==> src/rtl/id_hazard_ctrl_pkg.sv <==
`default_nettype none
// ============================================================================
//  Module      : id_hazard_ctrl_pkg
//  Description : Shared constants, forwarding-select encodings and the
//                shadow-entry layout for the decode-stage issue controller.
//  Revision    : 1.0 - initial release
// ============================================================================
package id_hazard_ctrl_pkg;

    // Default geometry of the controller
    localparam int C_REG_LOG = 5;
    localparam int C_NSRC    = 3;
    localparam int C_CNT_W   = 32;

    // Forwarding select encodings (per source operand)
    localparam logic [1:0] FWD_RF  = 2'd0;
    localparam logic [1:0] FWD_EX  = 2'd1;
    localparam logic [1:0] FWD_MEM = 2'd2;
    localparam logic [1:0] FWD_WB  = 2'd3;

    // Shadow-entry field widths
    localparam int C_ENT_V_W    = 1;
    localparam int C_ENT_RD_W   = C_REG_LOG;
    localparam int C_ENT_WEN_W  = 1;
    localparam int C_ENT_LOAD_W = 1;
    localparam int C_ENT_W      = C_ENT_V_W + C_ENT_RD_W + C_ENT_WEN_W + C_ENT_LOAD_W;

    // One in-flight register writer tracked in EX, MEM or WB
    typedef struct packed {
        logic                    v;
        logic [C_ENT_RD_W-1:0]   rd;
        logic                    wen;
        logic                    load;
    } shadow_t;

    // A source hits an in-flight writer only if it is really read and is not r0
    function automatic logic src_match(
        input logic                  used,
        input logic [C_REG_LOG-1:0]  rs,
        input shadow_t               ent
    );
        return used & ent.v & ent.wen & (ent.rd == rs) & (rs != '0);
    endfunction

endpackage : id_hazard_ctrl_pkg
`default_nettype wire

==> src/rtl/id_hazard_ctrl_if.sv <==
`default_nettype none
// ============================================================================
//  Module      : id_hazard_ctrl_if
//  Description : Decode-side bundle between the decode/register-file stage
//                (master) and the issue/hazard controller (slave).
//  Revision    : 1.0 - initial release
// ============================================================================
interface id_hazard_ctrl_if
    import id_hazard_ctrl_pkg::*;
#(
    parameter int REG_LOG = C_REG_LOG,
    parameter int NSRC    = C_NSRC,
    parameter int CNT_W   = C_CNT_W
);
    logic                      id_valid;
    logic [NSRC*REG_LOG-1:0]   id_rs;
    logic [NSRC-1:0]           id_rs_used;
    logic [REG_LOG-1:0]        id_rd;
    logic                      id_wen;
    logic                      id_load;
    logic                      ex_ready;
    logic                      flush;
    logic                      id_ready;
    logic                      issue_valid;
    logic [NSRC*2-1:0]         fwd_sel;
    logic [CNT_W-1:0]          stall_cnt;

    // Decode stage side
    modport master (
        output id_valid, id_rs, id_rs_used, id_rd, id_wen, id_load, ex_ready, flush,
        input  id_ready, issue_valid, fwd_sel, stall_cnt
    );

    // Hazard controller side
    modport slave (
        input  id_valid, id_rs, id_rs_used, id_rd, id_wen, id_load, ex_ready, flush,
        output id_ready, issue_valid, fwd_sel, stall_cnt
    );

endinterface : id_hazard_ctrl_if
`default_nettype wire

==> src/rtl/id_hazard_ctrl_fwd_match.sv <==
`default_nettype none
// ============================================================================
//  Module      : id_fwd_match
//  Description : Compares one decoded source specifier against the EX/MEM/WB
//                shadow entries; returns the youngest-first forwarding select
//                and whether the EX hit is a load (load-use hazard).
//  Revision    : 1.0 - initial release
// ============================================================================
module id_fwd_match
    import id_hazard_ctrl_pkg::*;
(
    input  wire logic [C_REG_LOG-1:0] i_rs,
    input  wire logic                 i_used,
    input  wire shadow_t              i_ex,
    input  wire shadow_t              i_mem,
    input  wire shadow_t              i_wb,
    output logic [1:0]                o_fwd_sel,
    output logic                      o_ex_load_hit
);

    logic w_hit_ex;
    logic w_hit_mem;
    logic w_hit_wb;

    assign w_hit_ex  = src_match(i_used, i_rs, i_ex);
    assign w_hit_mem = src_match(i_used, i_rs, i_mem);
    assign w_hit_wb  = src_match(i_used, i_rs, i_wb);

    // Youngest producer wins: EX, then MEM, then WB, otherwise register file
    always_comb begin
        o_fwd_sel = FWD_RF;
        if (w_hit_ex) begin
            o_fwd_sel = FWD_EX;
        end else if (w_hit_mem) begin
            o_fwd_sel = FWD_MEM;
        end else if (w_hit_wb) begin
            o_fwd_sel = FWD_WB;
        end
    end

    // A load in EX has no result yet, so an EX hit on it cannot be forwarded
    assign o_ex_load_hit = w_hit_ex & i_ex.load;

endmodule : id_fwd_match
`default_nettype wire

==> src/rtl/id_hazard_ctrl.sv <==
`default_nettype none
// ============================================================================
//  Module      : id_hazard_ctrl
//  Description : Decode-stage issue controller. Shadows the EX/MEM/WB
//                register-write pipeline, produces per-source forwarding
//                selects, detects load-use hazards, gates issue into EX and
//                counts cycles lost to load-use stalls (saturating).
//  Revision    : 1.0 - initial release
// ============================================================================
module id_hazard_ctrl
    import id_hazard_ctrl_pkg::*;
#(
    parameter int REG_LOG = C_REG_LOG,
    parameter int NSRC    = C_NSRC,
    parameter int CNT_W   = C_CNT_W
)(
    input  wire logic          clk,
    input  wire logic          rst,
    id_hazard_ctrl_if.slave    bus
);

    // Shadow pipeline and stall counter
    shadow_t          ex_q,  ex_d;
    shadow_t          mem_q, mem_d;
    shadow_t          wb_q,  wb_d;
    logic [CNT_W-1:0] stall_cnt_q, stall_cnt_d;

    logic [NSRC-1:0]   w_ex_load_hit;
    logic [NSRC*2-1:0] w_fwd_sel;
    logic              w_load_use;
    logic              w_id_ready;
    logic              w_issue_valid;

    // One comparator per source operand
    generate
        for (genvar gi = 0; gi < NSRC; gi++) begin : g_src
            id_fwd_match u_match (
                .i_rs          (bus.id_rs[gi*REG_LOG +: REG_LOG]),
                .i_used        (bus.id_rs_used[gi]),
                .i_ex          (ex_q),
                .i_mem         (mem_q),
                .i_wb          (wb_q),
                .o_fwd_sel     (w_fwd_sel[2*gi +: 2]),
                .o_ex_load_hit (w_ex_load_hit[gi])
            );
        end
    endgenerate

    // Hazard detection and issue gating; flush kills issue but not the stall
    always_comb begin
        w_load_use    = bus.id_valid & (|w_ex_load_hit);
        w_id_ready    = bus.ex_ready & ~w_load_use;
        w_issue_valid = bus.id_valid & w_id_ready & ~bus.flush;
    end

    assign bus.id_ready    = w_id_ready;
    assign bus.issue_valid = w_issue_valid;
    assign bus.fwd_sel     = w_fwd_sel;
    assign bus.stall_cnt   = stall_cnt_q;

    // Next state: shift the shadow pipe when downstream advances, else freeze
    always_comb begin
        ex_d        = ex_q;
        mem_d       = mem_q;
        wb_d        = wb_q;
        stall_cnt_d = stall_cnt_q;
        if (bus.ex_ready) begin
            wb_d  = mem_q;
            mem_d = ex_q;
            if (w_issue_valid) begin
                ex_d = '{v: 1'b1, rd: bus.id_rd, wen: bus.id_wen, load: bus.id_load};
            end else begin
                ex_d = '0;
            end
            if (w_load_use && !bus.flush && (stall_cnt_q != '1)) begin
                stall_cnt_d = stall_cnt_q + CNT_W'(1);
            end
        end
    end

    // State registers with asynchronous clear
    always_ff @(posedge clk or posedge rst) begin
        if (rst) begin
            ex_q        <= '0;
            mem_q       <= '0;
            wb_q        <= '0;
            stall_cnt_q <= '0;
        end else begin
            ex_q        <= ex_d;
            mem_q       <= mem_d;
            wb_q        <= wb_d;
            stall_cnt_q <= stall_cnt_d;
        end
    end

endmodule : id_hazard_ctrl
`default_nettype wire

==> src/flat_wrapper.sv <==
// flat-port wrapper written by rule: the top's interface ports become plain ports
module id_hazard_ctrl_flat import id_hazard_ctrl_pkg::*;
#(
    parameter int REG_LOG = C_REG_LOG,
    parameter int NSRC    = C_NSRC,
    parameter int CNT_W   = C_CNT_W
)
  (clk, rst, bus_id_valid, bus_id_rs, bus_id_rs_used, bus_id_rd, bus_id_wen, bus_id_load, bus_ex_ready, bus_flush, bus_id_ready, bus_issue_valid, bus_fwd_sel, bus_stall_cnt);
  id_hazard_ctrl_if #(.REG_LOG(REG_LOG), .NSRC(NSRC), .CNT_W(CNT_W)) bus_i ();
  input  wire logic clk;
  input  wire logic rst;
  input wire logic [$bits(bus_i.id_valid)-1:0] bus_id_valid;
  input wire logic [$bits(bus_i.id_rs)-1:0] bus_id_rs;
  input wire logic [$bits(bus_i.id_rs_used)-1:0] bus_id_rs_used;
  input wire logic [$bits(bus_i.id_rd)-1:0] bus_id_rd;
  input wire logic [$bits(bus_i.id_wen)-1:0] bus_id_wen;
  input wire logic [$bits(bus_i.id_load)-1:0] bus_id_load;
  input wire logic [$bits(bus_i.ex_ready)-1:0] bus_ex_ready;
  input wire logic [$bits(bus_i.flush)-1:0] bus_flush;
  output wire logic [$bits(bus_i.id_ready)-1:0] bus_id_ready;
  output wire logic [$bits(bus_i.issue_valid)-1:0] bus_issue_valid;
  output wire logic [$bits(bus_i.fwd_sel)-1:0] bus_fwd_sel;
  output wire logic [$bits(bus_i.stall_cnt)-1:0] bus_stall_cnt;
  assign bus_i.id_valid = bus_id_valid;
  assign bus_i.id_rs = bus_id_rs;
  assign bus_i.id_rs_used = bus_id_rs_used;
  assign bus_i.id_rd = bus_id_rd;
  assign bus_i.id_wen = bus_id_wen;
  assign bus_i.id_load = bus_id_load;
  assign bus_i.ex_ready = bus_ex_ready;
  assign bus_i.flush = bus_flush;
  assign bus_id_ready = bus_i.id_ready;
  assign bus_issue_valid = bus_i.issue_valid;
  assign bus_fwd_sel = bus_i.fwd_sel;
  assign bus_stall_cnt = bus_i.stall_cnt;
  id_hazard_ctrl #(.REG_LOG(REG_LOG), .NSRC(NSRC), .CNT_W(CNT_W)) u_core (.clk(clk), .rst(rst), .bus(bus_i));
endmodule
==> config.mk <==
export PLATFORM = sky130hd
export DESIGN_NAME = id_hazard_ctrl_flat
export DESIGN_NICKNAME = d
export VERILOG_FILES = /design/src/rtl/id_hazard_ctrl_pkg.sv /design/src/rtl/id_hazard_ctrl_if.sv /design/src/rtl/id_hazard_ctrl_fwd_match.sv /design/src/rtl/id_hazard_ctrl.sv /design/src/flat_wrapper.sv
export SDC_FILE = /design/constraint.sdc
export NUM_CORES = 1
export LEC_CHECK = 0
export ABC_AREA = 1
export CAP_MARGIN = 40
export CORE_MARGIN = 5
export CORE_UTILIZATION = 30
export CTS_CLUSTER_DIAMETER = 40
export DETAILED_ROUTE_END_ITERATION = 12
export PLACE_DENSITY = 0.61
export SLEW_MARGIN = 20
export SYNTH_ARGS = -nofsm -noshare
export SYNTH_HDL_FRONTEND = slang
export SYNTH_SLANG_ARGS = --single-unit
==> constraint.sdc <==
create_clock -name clk -period 1.5 [get_ports clk]
set_input_delay 0.3 -clock clk [delete_from_list [all_inputs] [get_ports clk]]
set_output_delay 0.3 -clock clk [all_outputs]
set_load 0.01 [all_outputs]
## Word level (Yosys, flattened, before mapping)

Index checks and enable logic that the tools add are counted.
Widths: inputs -> output; s select.

| word-level totals | value |
|---|---|
| bits in registers | 54 |
| input port bits | 30 |
| output and inout port bits | 40 |
| word-level logic and storage cells | 85 |

| operators by class | value |
|---|---|
| add/sub/neg operators | 1 |
| equality and inequality tests | 10 |
| muxes and demuxes | 10 |
| bitwise logic cells | 45 |
| reductions and logical operators | 8 |

Operator list:

| kind | number |
|---|---|
| $eq 5x5->1 | 9 |
| $and 1x1->1 | 43 |
| $add 32x1->32 const B | 1 |
| $ne 32x32->1 const B | 1 |
| $mux 2 | 9 |
| $reduce_bool 5->1 | 3 |
| $mux 8 | 1 |
| $reduce_or 3->1 | 1 |
| $logic_and 1x1->1 | 2 |
| $not 1->1 | 2 |
| $reduce_and 2->1 | 1 |
| $logic_not 1->1 | 1 |

## Logic depth before layout (Yosys ltp)

Gate-level depths: netlist of run 1.

| logic depth | value |
|---|---|
| depth after elaboration | 12 |
| gate-level depth with buffers | 12 |
| mapped depth without buffers | 11 |

## By module

A second synthesis of run 1 with hierarchy kept.

| unflattened totals | value |
|---|---|
| cells, all modules | 610 |
| area total of the unflattened synthesis | 4,068.9 um^2 |

By module, submodules not included:

| module | instances | cells an instance | area each (um^2) | sequential area each (um^2) |
|---|---|---|---|---|
| id_hazard_ctrl | 1 | 427 | 3,160.5 | 1,401.3 |
| id_fwd_match | 3 | 61 | 302.8 | 0.0 |

## Least setup slack after synthesis of run 1

No wires, ideal clock.

| timing path | value |
|---|---|
| path kind | flip-flop to flip-flop |
| from | register u_core.stall_cnt_q[0], in the netlist u_core.bus.stall_cnt[0] |
| to | register u_core.stall_cnt_q[10], in the netlist u_core.bus.stall_cnt[10] |
| setup time | 117 ps |
| arrival | 1,629 ps |
| data required time | 1,383 ps |
| path slack | -246 ps |
| cell stages (with the launch flop) | 12 |
| path buffers | 1 |
| clock period less this slack | 1,746 ps |
| cells stage by stage | dfrtp_1 > ha_1 > nand2_2 > nor2_4 > nand2_2 > nor2_4 > nand3_1 > nand2_1 > inv_2 > buf_2 > nand4_1 > nand2_1 |

| on the way | value |
|---|---|
| cells in the longest elaborated chain, start to end | 3 |
| elaborated cells between the ends (all ways) | 4 |
| classes of those cells | 1 x add/sub; 1 x eq/ne; 2 x reduce/logical |

RTL lines:

| element | RTL line | source |
|---|---|---|
| start: declaration | id_hazard_ctrl.sv:26 | `logic [CNT_W-1:0] stall_cnt_q, stall_cnt_d;` |
| start signal: assignment | id_hazard_ctrl.sv:92 | `stall_cnt_q <= stall_cnt_d;` |
| parallel branches: the longest is 3 deep, another holds $add 32x1->32 | - |  |

Several ways; the timed one is not identified.
A chain may end at the register's enable or synchronous reset.

## Worst setup path after layout of run 1

| timing path | value |
|---|---|
| from | register u_core.ex_q[3] (netlist name) |
| to | output port bus_id_ready |

| on the way | value |
|---|---|
| cells in the longest elaborated chain, start to end | 8 |
| elaborated cells between the ends (all ways) | 16 |
| classes of those cells | 3 x eq/ne; 12 x bitwise; 1 x reduce/logical |

RTL lines:

| element | RTL line | source |
|---|---|---|
| start: declaration | id_hazard_ctrl.sv:23 | `shadow_t ex_q, ex_d;` |
| start signal: assignment | id_hazard_ctrl.sv:84 | `ex_q <= '0;` |
| start signal: assignment | id_hazard_ctrl.sv:89 | `ex_q <= ex_d;` |
| $eq 5x5->1 | id_hazard_ctrl_pkg.sv:42 | `return used & ent.v & ent.wen & (ent.rd == rs) & (rs != '0);` |
| $and 1x1->1 (2 in series) | id_hazard_ctrl_pkg.sv:42 |  |
| $and 1x1->1 | id_hazard_ctrl_fwd_match.sv:42 | `assign o_ex_load_hit = w_hit_ex & i_ex.load;` |
| $reduce_or 3->1 * | id_hazard_ctrl.sv:51 | `w_load_use = bus.id_valid & (\|w_ex_load_hit);` |
| $and 1x1->1 * | id_hazard_ctrl.sv:51 |  |
| $not 1->1 * | id_hazard_ctrl.sv:52 | `w_id_ready = bus.ex_ready & ~w_load_use;` |
| $and 1x1->1 * | id_hazard_ctrl.sv:52 |  |
| end: declaration | flat_wrapper.sv:20 | `output wire logic [$bits(bus_i.id_ready)-1:0] bus_id_ready;` |

Every way passes the cells marked *; elsewhere a longest branch is shown, timed or not.

==> results of run 1 <==
[cell usage in the layout, fill, tap and decap left out, types with 2 or more instances in the layout]
master,count
sky130_fd_sc_hd__a21oi_1,2
sky130_fd_sc_hd__inv_1,43
sky130_fd_sc_hd__xnor2_4,2
sky130_fd_sc_hd__clkdlybuf4s50_1,12
sky130_fd_sc_hd__dfrtp_2,11
sky130_fd_sc_hd__nor2_4,4
sky130_fd_sc_hd__nand3_2,6
sky130_fd_sc_hd__nand2_4,5
sky130_fd_sc_hd__buf_2,8
sky130_fd_sc_hd__clkinvlp_4,3
sky130_fd_sc_hd__nor2_2,9
sky130_fd_sc_hd__nand3_1,26
sky130_fd_sc_hd__xnor2_1,15
sky130_fd_sc_hd__o21ai_0,11
sky130_fd_sc_hd__inv_2,14
sky130_fd_sc_hd__buf_4,121
sky130_fd_sc_hd__buf_6,18
sky130_fd_sc_hd__nand2_1,240
sky130_fd_sc_hd__xor2_1,19
sky130_fd_sc_hd__nand2_2,10
sky130_fd_sc_hd__dfrtp_1,43
sky130_fd_sc_hd__nor2_1,68
sky130_fd_sc_hd__dlygate4sd2_1,46
sky130_fd_sc_hd__nand3_4,2
sky130_fd_sc_hd__bufbuf_16,2
sky130_fd_sc_hd__nand4_1,38
sky130_fd_sc_hd__clkbuf_16,5
sky130_fd_sc_hd__xnor2_2,8
sky130_fd_sc_hd__buf_16,2
sky130_fd_sc_hd__buf_12,3
[power by group]
group / internal, W / switching (W) / leakage, nW
clock network: 0.000788 / 0.000558 / 0.0760
logic: 0.000337 / 0.000343 / 2.51
registers: 0.00150 / 0.0000508 / 0.726
total: 0.00263 / 0.000952 / 3.31
[cell type report]
class	instances	area (um2)
fill	1243	6380
multi-input combinational	480	2550
timing repair buffer	213	1870
sequential	54	1370
inverter	59	225
tap	172	215
clock buffer	5	125
clock inverter	3	45.0
[worst max-delay path by stage]
stage	end	cells past startpoint	slack (ps)
after floorplan	u_core.bus.stall_cnt[0]	11	-120
after global placement	bus_fwd_sel[1]	8	-1180
final	bus_id_ready	9	-480
after detailed placement	bus_fwd_sel[1]	8	-1140
after CTS	bus_id_ready	9	-510
after global routing	bus_id_ready	9	-570
[registers in the layout, summed over array words and instances, names as in the netlist]
signal,cells
u_core.bus.stall_cnt,32
u_core.ex_q,8
u_core.mem_q,7
u_core.wb_q,7
[critical path, stage by stage, from the launching register on]
cell and delay, ps:
sky130_fd_sc_hd__dfrtp_2 480, sky130_fd_sc_hd__xnor2_1 160, sky130_fd_sc_hd__nand2_1 100, sky130_fd_sc_hd__nor2_4 120, sky130_fd_sc_hd__nand2_2 90, sky130_fd_sc_hd__nand3_4 100, sky130_fd_sc_hd__nand2_4 70, sky130_fd_sc_hd__inv_2 60
sky130_fd_sc_hd__nor2_1 40, sky130_fd_sc_hd__buf_2 140
[cell families after synthesis]
| kind of cell | count (synthesis) | share of synthesized area (%) |
|---|---|---|
| AO/OA/AOI/OAI | 21 | 2.95 |
| XOR/XNOR | 45 | 10.0 |
| adder cells (fa/ha/maj) | 1 | 0.317 |
| buffers and inverters | 79 | 8.35 |
| flip-flops | 54 | 34.3 |
| AND/OR/NAND/NOR | 413 | 44.1 |
[metal layers]
| layer | track usage [%] | vias to the layer above | wire length, um |
|---|---|---|---|
| li1 | - | 2318 | - |
| met1 | 22.7 | 2180 | 6120 |
| met2 | 35.3 | 130 | 7860 |
| met3 | 3.22 | 29 | 672 |
| met4 | 7.67 | 0 | 440 |
| met5 | 0 | - | 0 |
[timing repair]
action,CTS,global route
pin swaps,32,37
resized for setup,150,44
cloned,4,0
setup endpoints to repair,80,49
buffers inserted,27,5
[metrics by stage]
stage               total power (W)  setup slack [ps]  setup TNS (ps)  instances  instance area, um2
finish                      0.00358              -484          -16880        986                6390
global route                0.00374              -572          -21030        986                6390
CTS                         0.00354              -513          -16410        982                6190
detailed placement          0.00212             -1140          -43820        946                5630
global placement            0.00212             -1180          -45670        946                5630
floorplan                   0.00182              -122           -3630        613                3970
==> results_tabular.tex, run 1 <==
\begin{tabular}{lr}
\hline
Metric & Value \\
\hline
\multicolumn{2}{l}{\textbf{Logic synthesis}} \\
\quad Library cell with the largest summed area after synthesis & sky130\_fd\_sc\_hd\_\_dfrtp\_1 \\
\quad Library cells used by synthesis & 30 \\
\quad Number of storage elements in the synthesis netlist & 54 \\
\quad YS warnings & 0 \\
\quad Number of synthesized flops with an enable pin & 0 \\
\quad Synthesized area per cell & 6.43 um2 \\
\quad Post-synthesis cell count & 613 \\
\quad Top flip-flop cell by instance count after synthesis & sky130\_fd\_sc\_hd\_\_dfrtp\_1 \\
\quad Share of the yosys chip area belonging to registers & 34.3\% \\
\quad Synth top cells by count & sky130\_fd\_sc\_hd\_\_nand2\_1, sky130\_fd\_sc\_hd\_\_nor2\_1, sky130\_fd\_sc\_hd\_\_inv\_1 \\
\quad Fraction of registers with async set or reset after synthesis & 100\% \\
\quad Post-Synthesis Net Count & 644 \\
\quad Largest cells by area after synthesis & sky130\_fd\_sc\_hd\_\_dfrtp\_1, sky130\_fd\_sc\_hd\_\_nand2\_1, sky130\_fd\_sc\_hd\_\_nor2\_1, sky130\_fd\_sc\_hd\_\_nand4\_1, sky130\_fd\_sc\_hd\_\_xnor2\_1 \\
\quad Share of the synthesized area in the top cell type & 34.3\% \\
\quad Most numerous cell in the Yosys netlist & sky130\_fd\_sc\_hd\_\_nand2\_1 \\
\quad Post-Synthesis Cell Area & 0.00394 mm2 \\
\multicolumn{2}{l}{\textbf{CTS}} \\
\quad Clock tree from TritonCTS & done \\
\quad Number of buffers between clock root and the deepest sink & 2 \\
\quad Num CTS Buffers & 5 \\
\quad CTS root buf & sky130\_fd\_sc\_hd\_\_clkbuf\_16 \\
\quad \# clock sinks & 54 \\
\quad H-tree depth & 2 \\
\quad Insertion delay of the later-clocked pin in the worst-skew pair & 300 ps \\
\quad Clock transition at the registers of the reported paths & 70 ps \\
\quad Number of hold buffers added after CTS & 0 \\
\multicolumn{2}{l}{\textbf{Global routing}} \\
\quad Vias in the first global route & 4963 \\
\quad Aggregate global-route resource usage & 19.4\% \\
\quad Antenna violations before repair & 0 \\
\quad Pin count of the biggest net entering global routing & 55 \\
\quad Gr ovfl total & 0 \\
\quad Global-route wire length before repair & 24800 um \\
\multicolumn{2}{l}{\textbf{Layout}} \\
\quad Number of nets at the end of the flow & 844 \\
\quad Util after Layout & 50.1\% \\
\quad Post-synthesis to final-layout area growth & 62.2\% \\
\quad Antenna Diode Count & 0 \\
\quad Ratio of cells with drive above 1 in the final layout & 29.9\% \\
\multicolumn{2}{l}{\textbf{Run}} \\
\quad Number of maximum-capacitance violations & 0 \\
\multicolumn{2}{l}{\textbf{Place}} \\
\quad Global placer's final weighted congestion & 0.937 \\
\quad Count of input and output buffers & 69 \\
\quad Half-perimeter wire length of the detailed placement result & 10800 um \\
\multicolumn{2}{l}{\textbf{Floorplanning}} \\
\quad Area of the placeable core & 0.0128 mm2 \\
\quad Total Die Area & 0.0155 mm2 \\
\quad I/O pin cnt & 70 \\
\quad Overall die width & 125 um \\
\quad \# rows & 41 \\
\quad Die Y-Extent & 125 um \\
\quad Initial Utilization & 30.9\% \\
\multicolumn{2}{l}{\textbf{Timing}} \\
\quad Setup-failing EPs final & 45 \\
\quad Max Fclk & 504 MHz \\
\quad Final critical-path required period & 1980 ps \\
\quad Final worst hold slack & 408 ps \\
\quad Clk\_skew & 5.18 ps \\
\quad Worst max-slew margin expressed relative to the limit & 74.9\% \\
\quad RSZ-0062 raised after global routing & true \\
\quad Final Slew Violations & 0 \\
\quad Total count of hold-check failures in the final report & 0 \\
\quad Worst path setup slack after routing & -484 ps \\
\quad Worst-margin pin slew & 376 ps \\
\quad Final period utilization & 132\% \\
\multicolumn{2}{l}{\textbf{Route}} \\
\quad Number of vias in the routed layout & 4657 \\
\quad WL/cell & 15.3 um \\
\quad Detailed-route wire length & 15100 um \\
\quad Drt pass-1 iters & 6 \\
\quad Routed vias/inst & 4.72 \\
\quad Remaining design rule violation count & 0 \\
\quad Drt first-iter violations & 326 \\
\quad Final antenna-violating net count & 0 \\
\multicolumn{2}{l}{\textbf{Power}} \\
\quad Leakage & 3.31 nW \\
\quad Worst IR drop on VDD & 0.399 mV \\
\quad Power density over the cells & 559 mW/mm2 \\
\multicolumn{2}{l}{\textbf{Worst setup path}} \\
\quad Register-to-register path setup slack & -430 ps \\
\quad Startpoint types & register \\
\quad Startpoint-to-endpoint class of the critical path & reg2out \\
\quad Critical Path Sink Type & primary output \\
\quad Data arrival at the endpoint of the critical path & 1680 ps \\
\quad Worst reg2reg endpoint & u\_core.bus.stall\_cnt[22] \\
\quad Start of the worst register-to-register path & u\_core.ex\_q[3] \\
\quad Cells on worst reg2reg path & 12 \\
\quad Startpoint of the worst setup timing path & u\_core.ex\_q[3] \\
\quad Crit path max fanout & 5 \\
\quad Req. time, crit path & 1200 ps \\
\multicolumn{2}{l}{\textbf{Status}} \\
\quad Violations in the final reports & setup timing \\
\quad Outcome & complete, but fails checks \\
\multicolumn{2}{l}{\textbf{Hold path}} \\
\quad Worst hold path type & in2async \\
\hline
\end{tabular}
Power figures use the tool's default switching activity.
==> inputs of run 2 (changes only) <==
CTS_CLUSTER_SIZE = 14   (was not set)
==> results of run 2 <==
Final layout, timing and power as in run 1 (identical DEF).
==> inputs of run 3 (changes only) <==
PLACE_DENSITY = not set   (was 0.61)
SYNTH_HIERARCHICAL = 1   (was not set)
clock period = 2.4 ns   (was 1.5 ns; I/O delays follow)
==> run 3 against run 2 <==
Net effect: the run now ends clean; synthesized cell count fell by 1.6%; die area rose by 1.3%; non-clock buffer count fell by 104; worst hold slack improved by 120 ps; clock skew rose by 2.0 ps; combinational power fell by 59%; wire length fell by 24%; clock power fell by 39%; first-iteration DRC count fell by 52%; critical path depth fell by 1; sequential power fell by 37%; largest power group unchanged.
==> results_tabular.tex, run 3 <==
\begin{tabular}{lr}
\hline
Metric & Value \\
\hline
\multicolumn{2}{l}{\textbf{Status}} \\
\quad Outcome & complete, no violations \\
\multicolumn{2}{l}{\textbf{Timing}} \\
\quad RSZ-0062 raised after global routing & false \\
\quad Final period utilization & 96.3\% \\
\quad Sum of negative setup slack & 0 ps \\
\quad Max Fclk & 433 MHz \\
\quad Setup-failing EPs final & 0 \\
\quad Worst path setup slack after routing & 88.1 ps \\
\quad Worst max-slew margin expressed relative to the limit & 68.0\% \\
\quad Clk\_skew & 7.21 ps \\
\quad Worst-margin pin slew & 479 ps \\
\quad Final Slew Violations & 0 \\
\quad Final critical-path required period & 2310 ps \\
\quad Total count of hold-check failures in the final report & 0 \\
\multicolumn{2}{l}{\textbf{Power}} \\
\quad Total power after layout & 0.00209 W \\
\quad Net switching component of the power & 0.000501 W \\
\quad Logic pwr share & 13.3\% \\
\quad Sequential cell fraction of total power & 47.1\% \\
\quad Switching share of power & 24.0\% \\
\quad Leakage & 2.40 nW \\
\quad Power density over the cells & 392 mW/mm2 \\
\quad Worst IR drop on VDD & 0.213 mV \\
\quad Internal portion of total power & 0.00159 W \\
\quad Power share of the clock group & 39.6\% \\
\multicolumn{2}{l}{\textbf{CTS}} \\
\quad Number of hold buffers added after CTS & 0 \\
\quad Clock transition at the registers of the reported paths & 70 ps \\
\quad H-tree depth & 2 \\
\quad Insertion delay of the later-clocked pin in the worst-skew pair & 290 ps \\
\quad \# clock sinks & 54 \\
\quad Number of buffers between clock root and the deepest sink & 2 \\
\quad Clock tree from TritonCTS & done \\
\quad CTS root buf & sky130\_fd\_sc\_hd\_\_clkbuf\_16 \\
\quad Num CTS Buffers & 5 \\
\multicolumn{2}{l}{\textbf{Place}} \\
\quad Half-perimeter wire length of the detailed placement result & 9400 um \\
\quad Worst slack, placed & -659 ps \\
\quad Number of instances in the placed design & 878 \\
\quad Count of input and output buffers & 69 \\
\quad Global placer's final weighted congestion & 0.913 \\
\multicolumn{2}{l}{\textbf{Worst setup path}} \\
\quad Crit path max fanout & 3 \\
\quad Start of the worst register-to-register path & u\_core/ex\_q[3] \\
\quad Register-to-register path setup slack & 170 ps \\
\quad Worst reg2reg endpoint & u\_core/bus.stall\_cnt[25] \\
\quad Startpoint-to-endpoint class of the critical path & in2out \\
\quad Req. time, crit path & 1920 ps \\
\quad Critical Path End & bus\_fwd\_sel[1] \\
\quad Startpoint of the worst setup timing path & bus\_id\_rs[0] \\
\quad Cells on worst reg2reg path & 15 \\
\quad Data arrival at the endpoint of the critical path & 1830 ps \\
\quad Startpoint types & input pin \\
\quad Critical Path Sink Type & primary output \\
\multicolumn{2}{l}{\textbf{Global routing}} \\
\quad Aggregate global-route resource usage & 14.8\% \\
\quad Vias in the first global route & 4110 \\
\quad Antenna violations before repair & 0 \\
\quad Global-route wire length before repair & 19400 um \\
\quad Pin count of the biggest net entering global routing & 24 \\
\quad Gr ovfl total & 0 \\
\multicolumn{2}{l}{\textbf{Layout}} \\
\quad Leading cell type in the layout, fill and taps excluded & sky130\_fd\_sc\_hd\_\_nand2\_1 \\
\quad Number of filler cells placed in the layout & 1411 \\
\quad Post-synthesis to final-layout area growth & 33.1\% \\
\quad Antenna Diode Count & 0 \\
\quad Util after Layout & 40.5\% \\
\quad Largest register FFs & 32 \\
\quad Fin cells & 886 \\
\quad Number of nets at the end of the flow & 741 \\
\quad Most frequent cells in the layout & sky130\_fd\_sc\_hd\_\_nand2\_1, sky130\_fd\_sc\_hd\_\_nor2\_1, sky130\_fd\_sc\_hd\_\_inv\_1 \\
\quad Ratio of cells with drive above 1 in the final layout & 16.2\% \\
\multicolumn{2}{l}{\textbf{Route}} \\
\quad Routed vias/inst & 4.49 \\
\quad Remaining design rule violation count & 0 \\
\quad Drt first-iter violations & 156 \\
\quad WL/cell & 13.0 um \\
\quad Detailed-route wire length & 11500 um \\
\quad Number of vias in the routed layout & 3981 \\
\quad Final antenna-violating net count & 0 \\
\quad Drt pass-1 iters & 4 \\
\multicolumn{2}{l}{\textbf{Logic synthesis}} \\
\quad Post-Synthesis Net Count & 634 \\
\quad Post-synthesis cell count & 603 \\
\quad Post-Synthesis Cell Area & 0.00400 mm2 \\
\quad Synthesized area per cell & 6.63 um2 \\
\quad YS warnings & 6 \\
\multicolumn{2}{l}{\textbf{Floorplanning}} \\
\quad Overall die width & 125 um \\
\quad Die Y-Extent & 125 um \\
\quad I/O pin cnt & 70 \\
\quad Total Die Area & 0.0157 mm2 \\
\quad \# rows & 42 \\
\quad Initial Utilization & 30.4\% \\
\quad Area of the placeable core & 0.0131 mm2 \\
\multicolumn{2}{l}{\textbf{Hold path}} \\
\quad Worst hold path type & in2async \\
\multicolumn{2}{l}{\textbf{Run}} \\
\quad Number of maximum-capacitance violations & 0 \\
\hline
\end{tabular}
run 3: metrics by stage:
stage	hold WS (ps)	instance area, um2
finish	530	5320
floorplan	495	4000
global placement	524	5140
CTS	544	5310
global route	571	5320
detailed placement	534	5140
run 3: how the worst min path moves through the flow:
stage / end / depth (start not counted)
detailed placement: u_core/wb_q[1] / 2
floorplan: u_core/wb_q[1] / 2
CTS: u_core/mem_q[4] / 2
finish: u_core/mem_q[5] / 2
global placement: u_core/bus.stall_cnt[10] / 2
global route: u_core/bus.stall_cnt[18] / 2
run 3: layout make-up:
type / instances / area [um2] / share of cell area (%)
tap: 176 / 220 / 4.14
multi-input combinational: 467 / 2340 / 44.0
clock inverter: 1 / 30.0 / 0.565
inverter: 73 / 274 / 5.15
clock buffer: 6 / 139 / 2.61
timing repair buffer: 109 / 958 / 18.0
sequential: 54 / 1360 / 25.5
run 3: timing repair:
action | in CTS | in global routing
setup endpoints to repair | 22 | 17
pin swaps | 4 | 2
gates resized for setup | 36 | 19
setup buffers | 1 | 0
gates cloned | 0 | 0
run 3: metal layers:
| layer | up-vias | GRT usage [%] | wire length, um | share of wire, % |
|---|---|---|---|---|
| met2 | 98 | 26.7 | 5650 | 49 |
| met4 | 0 | 6.95 | 480 | 4.2 |
| met5 | - | 0 | 0 | 0 |
| met1 | 1799 | 17.2 | 4990 | 43 |
| li1 | 2054 | - | - | - |
| met3 | 30 | 2.39 | 415 | 3.6 |
run 3: critical path, stage by stage:
cell and delay [ps]:
sky130_fd_sc_hd__dlygate4sd2_1 270, sky130_fd_sc_hd__buf_4 150, sky130_fd_sc_hd__xnor2_1 150, sky130_fd_sc_hd__nand2_1 110, sky130_fd_sc_hd__nor2_1 100, sky130_fd_sc_hd__nand2_1 80
sky130_fd_sc_hd__a21oi_1 180, sky130_fd_sc_hd__dlygate4sd2_1 290
run 3: power by group through the flow:
stage | Combinational (W) | Clock [W] | Sequential [W]
floorplan | 0.000154 | 0 | 0.000985
global placement | 0.000284 | 0 | 0.000999
detailed placement | 0.000289 | 0 | 0.00100
CTS | 0.000282 | 0.000855 | 0.000982
global route | 0.000314 | 0.000889 | 0.000988
finish | 0.000278 | 0.000826 | 0.000984
